<file path="src/rtl/conv_seq_ctrl.sv">
// conv_seq_ctrl: read/accumulate/write sequencer for the 1-D convolution
// Z[n] = sum_k X[k]*Y[n-k].
// It latches the sizes on start and issues one X/Y read per cycle. Each read
// carries first/last tags down a MEM_LAT-deep pipeline. That pipeline drives
// the MAC clear/enable and the Z write strobe. done pulses at the end of the run.
// MEM_LAT must lie in 1..3.
// Optional build macro: CONV_SEQ_CYCLE_CNT_EN adds a 16-bit start-to-done
// cycle counter on output cycle_cnt.
module conv_seq_ctrl #(
    parameter int SIZE_W  = 5,
    parameter int ADDR_W  = 5,
    parameter int MEM_LAT = 1
) (
    input  logic              clk,
    input  logic              rst_a,
    input  logic              start,
    input  logic [SIZE_W-1:0] size_x,
    input  logic [SIZE_W-1:0] size_y,
    output logic              busy,
    output logic              done,
    output logic              err,
    output logic              mem_rd,
    output logic [ADDR_W-1:0] mem_x_addr,
    output logic [ADDR_W-1:0] mem_y_addr,
    output logic              mac_clr,
    output logic              mac_en,
    output logic              mem_z_we,
    output logic [ADDR_W:0]   mem_z_addr
`ifdef CONV_SEQ_CYCLE_CNT_EN
    ,
    output logic [15:0]       cycle_cnt
`endif
);

    typedef enum logic [1:0] {
        IDLE  = 2'd0,
        RUN   = 2'd1,
        DRAIN = 2'd2,
        FIN   = 2'd3
    } state_t;

    localparam logic [SIZE_W-1:0] S_ZERO = {SIZE_W{1'b0}};
    localparam logic [SIZE_W-1:0] S_ONE  = {{(SIZE_W-1){1'b0}}, 1'b1};
    localparam logic [SIZE_W:0]   N_ZERO = {(SIZE_W+1){1'b0}};
    localparam logic [SIZE_W:0]   N_ONE  = {{SIZE_W{1'b0}}, 1'b1};
    localparam logic [ADDR_W-1:0] A_ZERO = {ADDR_W{1'b0}};
    localparam logic [ADDR_W:0]   Z_ZERO = {(ADDR_W+1){1'b0}};
    localparam logic [1:0]        DRAIN_LOAD = 2'(MEM_LAT);

    state_t              state_r, state_next;
    logic [SIZE_W-1:0]   sx_r, sx_next;
    logic [SIZE_W-1:0]   sy_r, sy_next;
    logic [SIZE_W:0]     n_r, n_next;        // output index n
    logic [SIZE_W-1:0]   k_r, k_next;        // X index k
    logic [SIZE_W-1:0]   j_r, j_next;        // Y index n-k, tracked directly
    logic [1:0]          drain_r, drain_next;

    logic                first_s, last_s, end_s;
    logic [SIZE_W:0]     n_inc_s, sy_m1_s, y_start_s;

    logic                busy_r, done_r, err_r, mem_rd_r;
    logic [ADDR_W-1:0]   x_addr_r, y_addr_r;
    logic                z_we_r;
    logic [ADDR_W:0]     z_addr_r;

    // Tag pipeline: valid, clear (valid & first), write (valid & last), Z address
    logic                pipe_v_r [MEM_LAT];
    logic                pipe_c_r [MEM_LAT];
    logic                pipe_l_r [MEM_LAT];
    logic [ADDR_W:0]     pipe_z_r [MEM_LAT];

    // Tag decode for the read issued this cycle. k_lo is reached when k hits
    // 0 or n-k hits SY-1. k_hi is reached when k hits SX-1 or n-k hits 0.
    always_comb begin
        first_s   = (k_r == S_ZERO) || (j_r == (sy_r - S_ONE));
        last_s    = (k_r == (sx_r - S_ONE)) || (j_r == S_ZERO);
        end_s     = (k_r == (sx_r - S_ONE)) && (j_r == (sy_r - S_ONE));
        n_inc_s   = n_r + N_ONE;
        sy_m1_s   = {1'b0, sy_r} - N_ONE;
        y_start_s = (n_inc_s < sy_m1_s) ? n_inc_s : sy_m1_s;
    end

    // Next-state and index sequencing
    always_comb begin
        state_next = state_r;
        sx_next    = sx_r;
        sy_next    = sy_r;
        n_next     = n_r;
        k_next     = k_r;
        j_next     = j_r;
        drain_next = drain_r;
        case (state_r)
            IDLE: begin
                if (start) begin
                    sx_next = size_x;
                    sy_next = size_y;
                    n_next  = N_ZERO;
                    k_next  = S_ZERO;
                    j_next  = S_ZERO;
                    if ((size_x == S_ZERO) || (size_y == S_ZERO)) begin
                        state_next = FIN;
                    end else begin
                        state_next = RUN;
                    end
                end else begin
                    state_next = IDLE;
                end
            end
            RUN: begin
                if (last_s) begin
                    if (end_s) begin
                        state_next = DRAIN;
                        drain_next = DRAIN_LOAD;
                    end else begin
                        // New n: Y index restarts at min(n+1, SY-1), k = n+1 - that
                        n_next = n_inc_s;
                        j_next = SIZE_W'(y_start_s);
                        k_next = SIZE_W'(n_inc_s - y_start_s);
                    end
                end else begin
                    k_next = k_r + S_ONE;
                    j_next = j_r - S_ONE;
                end
            end
            DRAIN: begin
                if (drain_r == 2'b00) begin
                    state_next = FIN;
                end else begin
                    drain_next = drain_r - 2'b01;
                end
            end
            FIN: begin
                state_next = IDLE;
            end
            default: begin
                state_next = IDLE;
            end
        endcase
    end

    // State and index registers
    always_ff @(posedge clk) begin
        if (rst_a) begin
            state_r <= IDLE;
            sx_r    <= S_ZERO;
            sy_r    <= S_ZERO;
            n_r     <= N_ZERO;
            k_r     <= S_ZERO;
            j_r     <= S_ZERO;
            drain_r <= 2'b00;
        end else begin
            state_r <= state_next;
            sx_r    <= sx_next;
            sy_r    <= sy_next;
            n_r     <= n_next;
            k_r     <= k_next;
            j_r     <= j_next;
            drain_r <= drain_next;
        end
    end

    // Registered control outputs, decoded from the state being entered
    always_ff @(posedge clk) begin
        if (rst_a) begin
            busy_r   <= 1'b0;
            done_r   <= 1'b0;
            err_r    <= 1'b0;
            mem_rd_r <= 1'b0;
            x_addr_r <= A_ZERO;
            y_addr_r <= A_ZERO;
        end else begin
            busy_r   <= (state_next == RUN) || (state_next == DRAIN);
            done_r   <= (state_next == FIN);
            // Only a zero-size start jumps straight from IDLE to FIN
            err_r    <= (state_next == FIN) && (state_r == IDLE);
            mem_rd_r <= (state_next == RUN);
            x_addr_r <= (state_next == RUN) ? ADDR_W'(k_next) : A_ZERO;
            y_addr_r <= (state_next == RUN) ? ADDR_W'(j_next) : A_ZERO;
        end
    end

    // Tag pipeline, MEM_LAT deep, so the tags line up with the read data
    always_ff @(posedge clk) begin
        if (rst_a) begin
            for (int i = 0; i < MEM_LAT; i++) begin
                pipe_v_r[i] <= 1'b0;
                pipe_c_r[i] <= 1'b0;
                pipe_l_r[i] <= 1'b0;
                pipe_z_r[i] <= Z_ZERO;
            end
        end else begin
            pipe_v_r[0] <= mem_rd_r;
            pipe_c_r[0] <= mem_rd_r & first_s;
            pipe_l_r[0] <= mem_rd_r & last_s;
            pipe_z_r[0] <= (ADDR_W+1)'(n_r);
            for (int i = 1; i < MEM_LAT; i++) begin
                pipe_v_r[i] <= pipe_v_r[i-1];
                pipe_c_r[i] <= pipe_c_r[i-1];
                pipe_l_r[i] <= pipe_l_r[i-1];
                pipe_z_r[i] <= pipe_z_r[i-1];
            end
        end
    end

    // Z write one cycle after the last product of each n reaches the accumulator
    always_ff @(posedge clk) begin
        if (rst_a) begin
            z_we_r   <= 1'b0;
            z_addr_r <= Z_ZERO;
        end else begin
            z_we_r   <= pipe_l_r[MEM_LAT-1];
            z_addr_r <= pipe_l_r[MEM_LAT-1] ? pipe_z_r[MEM_LAT-1] : Z_ZERO;
        end
    end

    assign busy       = busy_r;
    assign done       = done_r;
    assign err        = err_r;
    assign mem_rd     = mem_rd_r;
    assign mem_x_addr = x_addr_r;
    assign mem_y_addr = y_addr_r;
    assign mac_en     = pipe_v_r[MEM_LAT-1];
    assign mac_clr    = pipe_c_r[MEM_LAT-1];
    assign mem_z_we   = z_we_r;
    assign mem_z_addr = z_addr_r;

`ifdef CONV_SEQ_CYCLE_CNT_EN
    logic [15:0] cyc_cnt_r;

    // Start-to-done latency: counts busy cycles plus the done cycle, then holds
    always_ff @(posedge clk) begin
        if (rst_a) begin
            cyc_cnt_r <= 16'd0;
        end else if ((state_r == IDLE) && start) begin
            cyc_cnt_r <= 16'd0;
        end else if (busy_r || done_r) begin
            cyc_cnt_r <= cyc_cnt_r + 16'd1;
        end else begin
            cyc_cnt_r <= cyc_cnt_r;
        end
    end

    assign cycle_cnt = cyc_cnt_r;
`endif

endmodule

</file>
<file path="config.mk">
export PLATFORM = sky130hd
export DESIGN_NAME = conv_seq_ctrl
export DESIGN_NICKNAME = d
export VERILOG_FILES = /design/src/rtl/conv_seq_ctrl.sv
export SDC_FILE = /design/constraint.sdc
export NUM_CORES = 1
export LEC_CHECK = 0
export ABC_AREA = 1
export CORE_UTILIZATION = 45
export DETAILED_ROUTE_END_ITERATION = 7
export PLACE_DENSITY_LB_ADDON = 0.15
export SYNTH_ARGS = -nofsm -noshare
export SYNTH_HDL_FRONTEND = slang
export SYNTH_SLANG_ARGS = --single-unit
</file>
<file path="constraint.sdc">
create_clock -name clk -period 5.25 [get_ports clk]
set_input_delay 1.575 -clock clk [delete_from_list [all_inputs] [get_ports clk]]
set_output_delay 1.575 -clock clk [all_outputs]
set_load 0.1 [all_outputs]
</file>
# After elaboration in Yosys (flattened, before gate mapping)
# Memories as Yosys holds them, arrays and structs flattened. A register that Yosys moved wholly into a read port is not among the register bits.
# Index checks and enable logic that the tools add are counted.
[word_totals]
ff_bits = 45
mem_bits_rw = 9
out_inout_bits = 23
mem_count = 4
[op_classes]
add_sub_neg = 8
order_cmp = 1
n_eq_ne = 13
mux = 34
bitwise_logic = 4
n_reduce_logical = 23
[mem_list]
columns = ["name", "words", "word_bits", "rd", "rd_ports_with_merged_regs", "write_ports", "line_no", "text"]
rows = [
  ["pipe_z_r", 1, 6, 1, 1, 1, "70", "logic [ADDR_W:0] pipe_z_r [MEM_LAT];"],
  ["pipe_c_r", 1, 1, 1, 0, 1, "68", "logic pipe_c_r [MEM_LAT];"],
  ["pipe_l_r", 1, 1, 1, 0, 1, "69", "logic pipe_l_r [MEM_LAT];"],
  ["pipe_v_r", 1, 1, 1, 0, 1, "67", "logic pipe_v_r [MEM_LAT];"],
]
[ops]
columns = ["op", "n"]
rows = [
  ["2-to-1 mux 5 bit", 7],
  ["2-to-1 mux 6 bit", 4],
  ["logical NOT 5 bit", 4],
  ["one-hot mux 5 bit (2 select lines)", 2],
  ["2-to-1 mux 2 bit", 8],
  ["subtractor 5 x 1 -> 5 bit, second input constant", 3],
  ["one-hot mux 6 bit (2 select lines)", 1],
  ["equality test 5 bit", 2],
  ["2-to-1 mux 1 bit", 10],
  ["inequality test 2 bit, second input constant", 5],
  ["equality test 2 bit, second input constant", 4],
  ["one-hot mux 2 bit (4 select lines)", 1],
  ["AND reduction 4 bit", 2],
  ["adder 6 x 1 -> 6 bit, second input constant", 1],
  ["< comparator 6 bit", 1],
  ["OR reduction 6 bit", 1],
  ["subtractor 5 x 1 -> 6 bit, second input constant", 1],
  ["adder 5 x 1 -> 5 bit, second input constant", 1],
  ["subtractor 5 bit", 1],
  ["equality test 2 x 1 -> 1 bit, second input constant", 2],
  ["logical NOT 2 bit", 2],
  ["logical OR 1 bit", 4],
  ["one-hot mux 2 bit (2 select lines)", 1],
  ["nonzero test 2 bit", 2],
  ["other kinds (7)", 13],
]

# Longest topological paths before layout
# Gate-level depths: netlist of run 1.
[logic_depth]
ltp_word = 9
mapped_depth = 24

# Worst setup path after synthesis of run 1
# No wires, ideal clock.
[synth_timing]
path_kind = "register -> register"
startpoint = "register n_r[0]"
endpoint = "register x_addr_r[4] (netlist: mem_x_addr[4])"
arrival_time_ps = 3029
required_ps = 5118
path_slack_ps = 2089
stages_incl_launch_ff = 21
n_path_buf = 1
synth_period_minus_slack_ps = 3161
path_cell_list = "dfxtp_1 -> nand3_1 -> nor3_1 -> xor2_1 -> inv_1 -> ha_1 -> nand2_1 -> inv_1 -> a21oi_1 -> nand2_1 -> buf_2 -> o21ai_0 -> ha_1 -> inv_1 -> fa_1 -> a31oi_1 -> nand3_1 -> nand3_1 -> nand2_1 -> nand2_1 -> a21oi_1"
[synth_between]
elab_chain_cells = 7
[synth_rtl]
columns = ["element", "line_no", "text"]
rows = [
  ["start, declared", "53", "logic [SIZE_W:0] n_r, n_next;"],
  ["start signal, assigned", "155", "n_r <= n_next;"],
  ["adder 6 x 1 -> 6 bit *", "78", "n_inc_s = n_r + N_ONE;"],
  ["< comparator 6 bit", "80", "y_start_s = (n_inc_s < sy_m1_s) ? n_inc_s : sy_m1_s;"],
  ["2-to-1 mux 5 bit", "80", ""],
  ["subtractor 5 bit *", "118", "k_next = SIZE_W'(n_inc_s - y_start_s);"],
  ["2-to-1 mux 5 bit *", "111", "if (end_s) begin"],
  ["2-to-1 mux 5 bit *", "110", "if (last_s) begin"],
  ["one-hot mux 5 bit (2 select lines) *", "92", "case (state_r)"],
  ["end signal, assigned", "177", "x_addr_r <= (state_next == RUN) ? ADDR_W'(k_next) : A_ZERO;"],
  ["end, declared", "62", "logic [ADDR_W-1:0] x_addr_r, y_addr_r;"],
]
# Every way passes the cells marked *; elsewhere a longest branch is shown, timed or not.
# A chain may end at the register's enable or synchronous reset.

# Worst setup path in the final report of run 1
# Same ends and word-level chain as after synthesis.

==> results of run 1 <==
cell type report:
class                   instances  area (um^2)  area share
flip-flops and latches         60         1200       0.311
inverters                      73          274      0.0709
repair buffers                 37          365      0.0945
clock inverters                 3         42.5      0.0110
well taps                      96          120      0.0311
multi-input cells             313         1680       0.435
clock buffers                  13          179      0.0463
cell families after synthesis:
logic type      synth area share
compound gates            0.0979
fa+ha+maj                 0.0794
xor+xnor                  0.0405
flops                      0.370
buf+inv                    0.112
simple gates               0.301
synthesized netlist by cell type:
library cell,n
a21o_1,1
buf_4,1
fa_1,1
nor2_1,33
a31oi_1,3
clkbuf_1,5
nor2_2,3
dfxtp_1,60
inv_2,7
o211ai_1,1
o21ai_2,1
xnor2_1,5
inv_1,65
o21ai_1,2
xor2_1,10
nand3_2,4
nor3_1,8
buf_6,3
buf_1,1
o21ai_0,19
and2_1,1
ha_1,19
nand2_2,8
nor2_4,2
a221o_1,1
nand2_1,100
nand3_1,56
clkinv_1,1
a21oi_1,32
nand4_1,3
buf_2,5
worst min path at each step:
stage | startpoint | end | slack (ps)
2_1_floorplan | pipe_z_r[0][0]$_SDFF_PP0_ | mem_z_addr[0]$_SDFF_PP0_ | 390
3_3_place_gp | pipe_z_r[0][4]$_SDFF_PP0_ | mem_z_addr[4]$_SDFF_PP0_ | 400
3_5_place_dp | pipe_z_r[0][3]$_SDFF_PP0_ | mem_z_addr[3]$_SDFF_PP0_ | 400
4_1_cts | pipe_z_r[0][3]$_SDFF_PP0_ | mem_z_addr[3]$_SDFF_PP0_ | 410
5_1_grt | pipe_z_r[0][5]$_SDFF_PP0_ | mem_z_addr[5]$_SDFF_PP0_ | 430
6_report | pipe_z_r[0][3]$_SDFF_PP0_ | mem_z_addr[3]$_SDFF_PP0_ | 410
power by group:
group | internal (mW) | leakage, nW | switching (mW) | total [mW]
logic | 0.183 | 1.11 | 0.383 | 0.566
registers | 0.500 | 0.489 | 0.0422 | 0.542
clock network | 0.270 | 0.112 | 0.177 | 0.448
stage by stage:
stage | area, um^2 | total power [mW] | hold WS (ps) | utilization
2_1_floorplan | 3250 | 0.996 | 394 | -
3_3_place_gp | 3640 | 1.11 | 397 | 0.530
3_5_place_dp | 3640 | 1.12 | 399 | 0.530
4_1_cts | 3860 | 1.57 | 409 | 0.563
5_1_grt | 3860 | 1.66 | 426 | 0.563
6_report | 3860 | 1.56 | 408 | 0.563
layer usage:
metal | vias up | GRT usage | share of wire
met5 | - | 0 | 0
met4 | 0 | 0.0833 | 0.013
met3 | 6 | 0.0379 | 0.051
met2 | 61 | 0.346 | 0.47
met1 | 1283 | 0.264 | 0.47
li1 | 1536 | - | -
critical path, cell delays in order, from the launching register on:
cell	delay (ps)
dfxtp_1	460
nand3_1	160
nor3_1	200
xor2_1	160
inv_1	70
ha_1	300
nand2_1	80
inv_1	40
a21oi_1	180
nand2_1	220
o21ai_0	320
ha_1	200
inv_1	60
fa_1	400
a31oi_1	240
nand3_1	110
nand3_1	100
nand2_1	60
nand2_1	80
a21oi_1	60
state kept, by name (all words and copies together) (netlist names):
register	count
mem_x_addr	5
sx_r	5
pipe_z_r	6
state_r	2
mem_z_addr	6
pipe_v_r	1
mem_rd	1
j_r	5
drain_r	2
pipe_l_r	1
n_r	6
busy	1
k_r	5
mem_z_we	1
mem_y_addr	5
sy_r	5
done	1
pipe_c_r	1
err	1
==> reports/qor.txt, run 1 <==
===============================================================================================
Number of cells on the worst reg-to-reg path .....................................           19
Critical Path Fanout Max .........................................................           11
Number of nets in the finished design ............................................          527
CP Data Required Time ............................................................      5450 ps
Outcome .......................................................................... finished, final reports clean
Insertion delay to the later sink of the worst-skew pair .........................       330 ps
IR drop worst, VDD ...............................................................       226 uV
Die Area ......................................................................... 0.00756 mm^2
Post-Place Worst Slack ...........................................................      1710 ps
GRT Overall Usage ................................................................        0.207
Area contributors post-synth ..................................................... dfxtp_1 (37%), nand2_1 (12%), nand3_1 (8.6%)
Warnings from Yosys ..............................................................            0
Placeable core region ............................................................ 0.00687 mm^2
Initial core utilization .........................................................        0.473
Mapped cell area ................................................................. 0.00325 mm^2
Clock input transition at the sequential cells of the worst setup and hold paths .        70 ps
Count of pins on the block boundary ..............................................           36
Count of instances resized after the clock tree is built .........................            0
Leading area contributor after synthesis .........................................      dfxtp_1
Worst hold path cell count .......................................................            2
Critical path origin ............................................................. n_r[0]$_SDFFE_PP0P_
Number of flip-flops and latches in the synthesized netlist ......................           60
Total power per unit cell area ...................................................  402 mW/mm^2
Placement Rows ...................................................................           30
Highest-count cells in the layout ignoring fill and taps ......................... nand2_1 (100), inv_1 (65), dfxtp_1 (60)
Max-Slew Margin vs Limit .........................................................        0.335
Area share of the leading cell type in the synthesized netlist ...................        0.370
CTS sink cnt .....................................................................           60
Number of DRC violations after detailed-routing iteration 0 ......................          139
Antenna violations before repair .................................................            0
Horizontal die dimension .........................................................      86.9 um
Largest clock skew in the final design ...........................................      6.31 ps
Count of cell types in the netlist ...............................................           31
DP HPWL ..........................................................................      5230 um
Highest attainable clock frequency ...............................................      276 MHz
Data arrival time of the worst path ..............................................      3830 ps
Fraction of the yosys area taken by sequential cells .............................        0.370
Total clock buffers created by CTS ...............................................            9
RSZ-0062 raised after global routing .............................................           no
Path class of the lowest-slack min-delay path .................................... register to register
Final number of hold-violating endpoints .........................................            0
Number of standard cells in the layout, taps in and fillers out ..................          595
Diode count ......................................................................            0
Most frequent standard cell in the layout excluding fill and tap cells ...........      nand2_1
Clock tree from TritonCTS ........................................................        built
Number of endpoints failing setup at the final stage .............................            0
Detailed-router iteration count before antenna repair ............................            4
Element type at the critical path end ............................................     register
Final Wtd Congestion .............................................................        0.873
Leakage ..........................................................................      1.71 nW
Leftover overflow at the end of global routing ...................................            0
Count of buffers from port buffering .............................................           35
Final period utilization .........................................................        0.691
Pin count of the biggest net entering global routing .............................           24
Number of hold-repair buffers added at the cts stage .............................            0
Filler instances .................................................................          701
Cell count after placement .......................................................          579
Max Cap Violations ...............................................................            0
Post-synth net total .............................................................          494
Layout cell share with drive strength beyond 1 ...................................       0.0862
Routed Antenna Nets ..............................................................            0
Worst slew pin tran ..............................................................       994 ps
Post-DR vias/cell ................................................................         4.85
Final worst setup slack ..........................................................      1620 ps
Kind of launch point of the worst setup path .....................................     register
Reg2reg end ...................................................................... mem_x_addr[4]$_SDFF_PP0_
Maximum root-to-sink buffer count ................................................            2
Number of setup buffers added after CTS ..........................................            0
Launching point of the worst reg2reg path ........................................ n_r[0]$_SDFFE_PP0P_
Final worst path period need .....................................................      3630 ps
Final routed wire length divided by cell count ...................................      11.8 um
Residual DRC .....................................................................            0
Post-Syn Area per Cell ...........................................................    7.04 um^2
Type of the worst setup path ..................................................... register to register
Summed negative setup slack over all endpoints ...................................         0 ps
Global-route wire length before repair ...........................................    12,100 um
Die height .......................................................................      86.9 um
Flop-to-flop setup slack .........................................................      1620 ps
Worst setup endpoint ............................................................. mem_x_addr[4]$_SDFF_PP0_
Total length of routed wires .....................................................      7000 um
Vias .............................................................................        2,886
Final Max Slew Viols .............................................................            0
Post-synthesis instance total ....................................................          461
Synth-to-layout area growth ......................................................        19.0%
Via count of the first global-routing pass .......................................        2,682
Root buffer selected by CTS ......................................................     clkbuf_8
CTS HTree Levels .................................................................            3
===============================================================================================
(Power assumes the default switching activity.)
==> run 2, diff against run 1 <==
Clock period 5.25 ns to 3 ns, I/O delays scaled along.
==> reports/qor.txt, run 2 (synthesis results as in run 1) <==
===============================================================================================
Placement Rows ...................................................................           30
Detailed-router iteration count before antenna repair ............................            5
Total power per unit cell area ...................................................  677 mW/mm^2
CTS sink cnt .....................................................................           60
Path class of the lowest-slack min-delay path .................................... register to register
Worst slew pin tran ..............................................................       524 ps
Largest clock skew in the final design ...........................................      8.82 ps
Kind of launch point of the worst setup path .....................................     register
Max Cap Violations ...............................................................            0
Number of nets in the finished design ............................................          567
Launching point of the worst reg2reg path ........................................ n_r[1]$_SDFFE_PP0P_
Final worst path period need .....................................................      3040 ps
Leftover overflow at the end of global routing ...................................            0
End-of-flow core utilization .....................................................        0.631
Final period utilization .........................................................         1.01
Maximum root-to-sink buffer count ................................................            2
Number of cells on the worst reg-to-reg path .....................................           19
Root buffer selected by CTS ......................................................     clkbuf_8
Diode count ......................................................................            0
Clock input transition at the sequential cells of the worst setup and hold paths .        70 ps
Insertion delay to the later sink of the worst-skew pair .........................       340 ps
Placeable core region ............................................................ 0.00687 mm^2
Antenna violations before repair .................................................            0
Vias .............................................................................        3,109
Global-route wire length before repair ...........................................    13,300 um
Most frequent standard cell in the layout excluding fill and tap cells ...........      nand2_1
Highest-count cells in the layout ignoring fill and taps ......................... nand2_1 (92), buf_4 (63), inv_1 (60)
Die Area ......................................................................... 0.00756 mm^2
DP HPWL ..........................................................................      5680 um
IR drop worst, VDD ...............................................................       424 uV
Total chip power .................................................................      2.93 mW
CTS HTree Levels .................................................................            3
Number of DRC violations after detailed-routing iteration 0 ......................          173
Residual DRC .....................................................................            0
Data arrival time of the worst path ..............................................      3320 ps
Die height .......................................................................      86.9 um
Type of the worst setup path ..................................................... register to register
Final Max Slew Viols .............................................................            0
Critical path origin ............................................................. n_r[1]$_SDFFE_PP0P_
RSZ-0062 raised after global routing .............................................          yes
Initial core utilization .........................................................        0.473
Count of pins on the block boundary ..............................................           36
Summed negative setup slack over all endpoints ...................................     -82.9 ps
Count of buffers from port buffering .............................................           35
Violated checks .................................................................. setup timing
Total clock buffers created by CTS ...............................................            9
Critical Path Fanout Max .........................................................            7
CP Data Required Time ............................................................      3280 ps
Post-Place Worst Slack ...........................................................      -259 ps
Final number of hold-violating endpoints .........................................            0
Via count of the first global-routing pass .......................................        2,950
Highest attainable clock frequency ...............................................      329 MHz
Horizontal die dimension .........................................................      86.9 um
Max-Slew Margin vs Limit .........................................................        0.650
Worst setup endpoint ............................................................. k_r[4]$_SDFF_PP0_
Element type at the critical path end ............................................     register
Number of hold-repair buffers added at the cts stage .............................            0
GRT Overall Usage ................................................................        0.228
Final worst setup slack ..........................................................     -43.1 ps
Pin count of the biggest net entering global routing .............................           24
Leakage ..........................................................................      1.99 nW
Reg2reg end ...................................................................... k_r[4]$_SDFF_PP0_
Outcome .......................................................................... complete, but fails checks
Hold Slack .......................................................................       408 ps
Flop-to-flop setup slack .........................................................       -40 ps
Number of endpoints failing setup at the final stage .............................            2
Post-DR vias/cell ................................................................         4.90
Routed Antenna Nets ..............................................................            0
Layout cell share with drive strength beyond 1 ...................................        0.271
Final routed wire length divided by cell count ...................................      12.5 um
Synth-to-layout area growth ......................................................        33.5%
Total length of routed wires .....................................................      7970 um
Final Wtd Congestion .............................................................        0.886
Clock tree from TritonCTS ........................................................        built
===============================================================================================
==> run 2: cell count changes in the layout (fill, tap and decap cells not counted), moves of 5 or more <==
cell	previous run	this run
nand2_2	8	14
inv_1	65	60
ha_1	19	13
clkdlybuf4s50_1	35	12
buf_4	2	63
nand2_1	100	92
ha_4	0	5
inv_2	7	12
==> run 2: routing by layer <==
layer	routed length (um)	global-route usage	share of wire
met1	3550	0.287	0.45
met2	3740	0.373	0.47
met3	494	0.0427	0.062
met4	180	0.112	0.023
met5	0	0	0
==> run 2: final cells by class <==
| cell class | count | area (um^2) |
|---|---|---|
| clock inverter | 7 | 98.8 |
| multi-input combinational | 313 | 1890 |
| inverter | 73 | 274 |
| fill | 627 | 2530 |
| clock buffer | 9 | 124 |
| timing repair buffer | 77 | 616 |
| sequential | 60 | 1210 |
| tap | 96 | 120 |
==> run 2: worst max-delay path, cell delays in order, from the launching register on <==
cell and delay [ps]:
dfxtp_4 380, nand3_4 110, xor2_2 220, inv_1 100, ha_1 320, nand2_1 80, nand2_2 60, a21oi_4 180
nand2_4 110, o21ai_2 160, ha_2 190, inv_2 50, fa_2 430, a31oi_4 160, inv_1 50, nand2_1 60
nand3_1 60, nand2_1 70, nand2_1 60, a21oi_1 130
==> run 2: metrics by stage <==
step | cells | instance area [um^2]
2_1_floorplan | 461 | 3250
3_3_place_gp | 610 | 3830
3_5_place_dp | 610 | 3830
4_1_cts | 632 | 4160
5_1_grt | 635 | 4330
6_report | 635 | 4330
==> run 2: report_power, final <==
group | internal (mW) | switching, mW | leakage, nW
clock network | 0.473 | 0.346 | 0.110
logic | 0.421 | 0.741 | 1.39
registers | 0.875 | 0.0778 | 0.491
==> run 2: how the worst min path moves through the flow <==
stage                          endpoint  slack, ps                       from  cells past startpoint
2_1_floorplan  mem_z_addr[0]$_SDFF_PP0_        390  pipe_z_r[0][0]$_SDFF_PP0_                      2
3_3_place_gp   mem_z_addr[2]$_SDFF_PP0_        400  pipe_z_r[0][2]$_SDFF_PP0_                      2
3_5_place_dp   mem_z_addr[5]$_SDFF_PP0_        400  pipe_z_r[0][5]$_SDFF_PP0_                      2
4_1_cts        mem_z_addr[5]$_SDFF_PP0_        410  pipe_z_r[0][5]$_SDFF_PP0_                      2
5_1_grt        mem_z_addr[1]$_SDFF_PP0_        430  pipe_z_r[0][1]$_SDFF_PP0_                      2
6_report       mem_z_addr[5]$_SDFF_PP0_        410  pipe_z_r[0][5]$_SDFF_PP0_                      2
==> run 2: repair_timing <==
action,CTS,global route
hold endpoints to repair,0,0
gates resized for setup,16,37
pin swaps,1,6
endpoints found under the setup margin,8,10
setup buffers,6,3
